## src/rtl/vending_input_conditioner.sv

```systemverilog
// Input front end for the vending FSM: synchronizes and debounces the coin and
// button sensors, serializes coins into single-cycle pulses and latches the drink selection.

module vic_debounce_ch #(
    parameter int DEBOUNCE_CYCLES = 4,
    parameter int CNT_W           = 3
) (
    input  logic clk,
    input  logic reset,
    input  logic i_raw,
    output logic o_event
);
    localparam logic [CNT_W-1:0] LAST = CNT_W'(DEBOUNCE_CYCLES - 1);

    logic [1:0]       r_sync;
    logic             r_stable;
    logic [CNT_W-1:0] r_cnt;
    logic             w_s;
    logic             w_accept;

    assign w_s      = r_sync[1];
    assign w_accept = (w_s != r_stable) && (r_cnt == LAST);
    // Only the 0->1 accept is an event; release is silent.
    assign o_event  = w_accept & w_s;

    always_ff @(posedge clk or negedge reset) begin
        if (!reset) begin
            r_sync   <= '0;
            r_stable <= 1'b0;
            r_cnt    <= '0;
        end else begin
            r_sync <= {r_sync[0], i_raw};
            if (w_s == r_stable) begin
                r_cnt <= '0;
            end else if (w_accept) begin
                r_stable <= w_s;
                r_cnt    <= '0;
            end else begin
                r_cnt <= r_cnt + 1'b1;
            end
        end
    end
endmodule

module vending_input_conditioner #(
    parameter int DEBOUNCE_CYCLES = 4,
    parameter int CNT_W           = 3
) (
    input  logic clk,
    input  logic reset,
    input  logic coin_n_raw,
    input  logic coin_d_raw,
    input  logic coin_q_raw,
    input  logic btn_diet_raw,
    input  logic btn_soda_raw,
    input  logic GiveDiet,
    input  logic GiveSoda,
    output logic N_in,
    output logic D_in,
    output logic Q_in,
    output logic diet_in,
    output logic soda_in,
    output logic coin_dropped
);
    localparam int NUM_CH  = 5;
    localparam int CH_DIET = 3;
    localparam int CH_SODA = 4;

    logic [NUM_CH-1:0] w_raw;
    logic [NUM_CH-1:0] w_ev;
    logic [2:0]        w_coin_ev;
    logic [2:0]        w_issue;
    logic [2:0]        w_pend_nxt;
    logic              w_drop;

    logic [2:0]        r_pend;
    logic [2:0]        r_issue;
    logic              r_drop;
    logic              r_diet;
    logic              r_soda;

    // Channel order {soda, diet, q, d, n}; coin bits line up with r_pend.
    assign w_raw = {btn_soda_raw, btn_diet_raw, coin_q_raw, coin_d_raw, coin_n_raw};

    for (genvar g = 0; g < NUM_CH; g++) begin : g_ch
        vic_debounce_ch #(
            .DEBOUNCE_CYCLES (DEBOUNCE_CYCLES),
            .CNT_W           (CNT_W)
        ) u_ch (
            .clk     (clk),
            .reset   (reset),
            .i_raw   (w_raw[g]),
            .o_event (w_ev[g])
        );
    end

    assign w_coin_ev = w_ev[2:0];

    always_comb begin
        w_issue = 3'b000;
        if (r_pend[2])      w_issue = 3'b100;
        else if (r_pend[1]) w_issue = 3'b010;
        else if (r_pend[0]) w_issue = 3'b001;
    end

    // A fresh event on the flag being issued re-arms it; one on a waiting flag is lost.
    assign w_pend_nxt = (r_pend & ~w_issue) | w_coin_ev;
    assign w_drop     = |(w_coin_ev & r_pend & ~w_issue);

    always_ff @(posedge clk or negedge reset) begin
        if (!reset) begin
            r_pend  <= '0;
            r_issue <= '0;
            r_drop  <= 1'b0;
            r_diet  <= 1'b0;
            r_soda  <= 1'b0;
        end else begin
            r_pend  <= w_pend_nxt;
            r_issue <= w_issue;
            r_drop  <= w_drop;
            if (GiveDiet | GiveSoda) begin
                r_diet <= 1'b0;
                r_soda <= 1'b0;
            end else if (w_ev[CH_DIET] & w_ev[CH_SODA]) begin
                r_diet <= r_diet;
                r_soda <= r_soda;
            end else if (w_ev[CH_DIET]) begin
                r_diet <= 1'b1;
                r_soda <= 1'b0;
            end else if (w_ev[CH_SODA]) begin
                r_diet <= 1'b0;
                r_soda <= 1'b1;
            end
        end
    end

    assign N_in         = r_issue[0];
    assign D_in         = r_issue[1];
    assign Q_in         = r_issue[2];
    assign coin_dropped = r_drop;
    assign diet_in      = r_diet;
    assign soda_in      = r_soda;
endmodule
```

## config.mk

```make
export PLATFORM = sky130hd
export DESIGN_NAME = vending_input_conditioner
export DESIGN_NICKNAME = d
export VERILOG_FILES = /design/src/rtl/vending_input_conditioner.sv
export SDC_FILE = /design/constraint.sdc
export NUM_CORES = 1
export LEC_CHECK = 0
export ABC_AREA = 0
export CAP_MARGIN = 20
export CORE_MARGIN = 4
export CORE_UTILIZATION = 35
export CTS_CLUSTER_SIZE = 14
export DETAILED_ROUTE_END_ITERATION = 8
export PLACE_DENSITY = 0.63
export SLEW_MARGIN = 40
export SYNTH_ARGS = -nofsm -noshare
export SYNTH_HDL_FRONTEND = slang
export SYNTH_SLANG_ARGS = --single-unit
export TNS_END_PERCENT = 1
```

## constraint.sdc

```tcl
create_clock -name clk -period 1.7 [get_ports clk]
set_clock_uncertainty 0.2 [all_clocks]
set_input_delay 0.17 -clock clk [delete_from_list [all_inputs] [get_ports clk]]
set_output_delay 0.17 -clock clk [all_outputs]
set_load 0.02 [all_outputs]
```

==> flow_summary.toml <==
[run_status]
status = "finished clean"

[yosys]
syn-num-nets = 107
async_reset_ff_frac = 1.000
synth_cell_type_count = 21
seq_area_frac_synth = 0.6854
ys_ff_latch = 39
synth_edf_count = 0
syn_area_mm2 = 0.001424
synth_warnings = 0
synthCells = 93
ys.flop_type = "dfrtp_1"
avgSynthCellArea_um2 = 15.31

[grt]
antenna_found_initial = 0
grt.overflow.total = 0
grt_max_degree = 22
grt_pass1_wl_um = 3698
grt_pass1_vias = 849
track_usage = 0.09472

[layout]
area_delta_synth_final_pct = 24.08
antenna_cells = 0
post_layout_nonfiller_instances = 165
n_fill_cell = 332
drive_gt1_frac = 0.1624
nets = 130
finish.utilization = 0.4651

[job]
drv_cap = 0

[route]
detail-route-antenna-nets = 0
dr_wl_met3_um = 140
dr.max_layer_used = "met4"
dr_total_vias = 762
dr.pass1.iters = 2
wl_met2_um = 917
drcViolationCount = 0
drt_iter0_drc = 31
wl_per_cell_um = 12.01
wl_met1_um = 897
finalWirelength_um = 1981
routed_via_density = 4.618

[pwr]
p_leak_nw = 0.7896
power.total_mw = 2.514
vdd_ir_drop_max_uv = 756.7
p_per_area_mw_per_mm2 = 1423

[timing]
finalCritPeriodShare = 0.9638
max_freq_mhz = 610.3
period_minus_slack_ps = 1638
tightest_slew_ps = 433.8
rsz0062_at_grt = "false"
setup_viol = 0
report.final.slew_viol_count = 0
setup_tns_ps = 0
hold_viol = 0
hold_slack_ps = 119.7
slew_headroom = 0.7108

[floorplanning]
die_area_mm2 = 0.005152
dieHeight_um = 71.78
core_area_mm2 = 0.003799
rows = 22
die_w_um = 71.78
start_util = 0.3748
io_pins = 15

[clock_tree]
worstSkewPairLatency_ps = 280
ctsHoldBuffers = 1
cts_tree = "yes"
ctsRootBufferMaster = "clkbuf_8"
postCtsSetupBuffers = 0
cts_sinks = 39
path_clk_slew_ps = 70
cts.path.max_buffers = 2
cts_resized = 0
cts_buffers = 5
cts_htree_levels = 2

[setup_path]
required_ps = 1330
start_kind = "register"
arrival_ps = 1270
endpoint_kind = "primary output"
slowest_delay_ps = 620
timing.rr.start = "g_ch[3].u_ch.r_cnt[0]"
crit_slowest_cell = "clkdlybuf4s50_1"
path_cells = "clkdlybuf4s50_1"
path_class = "register to primary output"
r2r_cells = 4
critPathMaxFanout = 3
worst_r2r_endpoint = "soda_in"
cpLargestDelayFamily = "buffers and inverters"
r2r_setup_slack_ps = 180
critPathBufInv = 1

[place]
dp.cells = 156
gp_congestion = 0.7395
port_buffers = 14
dp_hpwl_um = 1470

[min_path]
hp-class = "input pin to register"
min_from = "coin_q_raw"
holdPathStages = 1
holdPathEnd = "g_ch[2].u_ch.r_sync[0]"
==> metal layers <==
| layer | up-vias | GRT usage |
|---|---|---|
| met5 | - | 0 |
| met4 | 0 | 0.04384 |
| met3 | 4 | 0.04067 |
| met2 | 19 | 0.1398 |
| met1 | 373 | 0.1199 |
| li1 | 366 | - |
==> worst max-delay path by stage <==
stage / to / cells past startpoint / from
2_1_floorplan: soda_in / 4 / g_ch[3].u_ch.r_cnt[0]
3_3_place_gp: soda_in / 4 / g_ch[3].u_ch.r_cnt[0]
3_5_place_dp: soda_in / 4 / g_ch[3].u_ch.r_cnt[0]
4_1_cts: diet_in / 1 / diet_in
5_1_grt: diet_in / 1 / diet_in
6_report: diet_in / 1 / diet_in
==> cell usage in the layout (no fill, tap or decap) <==
cell | Yosys | layout
nand3b_1 | 1 | 1
clkbuf_8 | 0 | 6
o2111ai_1 | 1 | 1
buf_12 | 0 | 1
dfrtp_1 | 39 | 39
dlygate4sd3_1 | 0 | 1
ha_1 | 5 | 5
nor3_1 | 6 | 6
and3b_1 | 1 | 1
bufinv_16 | 0 | 1
o2bb2ai_1 | 1 | 1
nor3b_1 | 9 | 9
xnor2_1 | 5 | 5
nand4bb_4 | 1 | 1
nor2b_1 | 6 | 6
o21ai_1 | 1 | 1
o21ai_0 | 1 | 1
clkdlybuf4s50_1 | 0 | 13
maj3_2 | 1 | 1
buf_2 | 0 | 1
clkinv_2 | 0 | 1
nor3_2 | 1 | 1
and2b_1 | 2 | 2
inv_1 | 2 | 2
nand2_1 | 3 | 3
and4bb_4 | 1 | 1
a211oi_1 | 1 | 1
mux2_2 | 5 | 5
==> synth_stat cells (2+ instances only) <==
cell / number / area, µm²
nor3b_1: 9 / 67.56
xnor2_1: 5 / 43.79
dfrtp_1: 39 / 975.9
inv_1: 2 / 7.510
nor2b_1: 6 / 37.54
mux2_2: 5 / 56.30
nand2_1: 3 / 11.26
and2b_1: 2 / 15.01
ha_1: 5 / 62.56
nor3_1: 6 / 30.03
==> registers in the layout, summed over array words and instances (netlist names) <==
signal              count
g_ch.u_ch.r_cnt        15
coin_dropped            1
diet_in                 1
g_ch.u_ch.r_sync       10
g_ch.u_ch.r_stable      5
soda_in                 1
r_issue                 3
r_pend                  3
==> cells by family (layout without fill, tap and decap cells) <==
| group | after synthesis | in the layout | synth area share |
|---|---|---|---|
| XOR/XNOR | 5 | 5 | 0.03075 |
| AO/OA/AOI/OAI | 5 | 5 | 0.02460 |
| buffers and inverters | 2 | 26 | 0.005274 |
| AND/OR/NAND/NOR | 31 | 31 | 0.1626 |
| multiplexers | 5 | 5 | 0.03954 |
| adder cells (fa/ha/maj) | 6 | 6 | 0.05184 |
| flip-flops | 39 | 39 | 0.6854 |
==> final cells by class <==
class	instances	area, µm²	share of cell area
repair buffers	16	165.2	0.09348
well taps	48	60.06	0.03399
inverters	2	7.507	0.004249
flip-flops and latches	39	975.9	0.5524
clock inverters	2	35.03	0.01983
clock buffers	6	82.58	0.04674
multi-input cells	52	440.4	0.2493
==> power by group <==
group          switching (mW)  total, mW  leakage (nW)  internal [mW]
combinational           0.218      0.498         0.229          0.280
clock                   0.302      0.777        0.0612          0.475
sequential              0.115       1.24         0.500           1.12
total                   0.635       2.51         0.790           1.88
==> through the flow <==
step | setup slack [ps] | area (µm²)
2_1_floorplan | 264.0 | 1424
3_3_place_gp | 242.4 | 1639
3_5_place_dp | 192.6 | 1639
4_1_cts | 40.45 | 1767
5_1_grt | 19.24 | 1767
6_report | 61.58 | 1767
No activity file was read; power rests on OpenSTA's default activity.
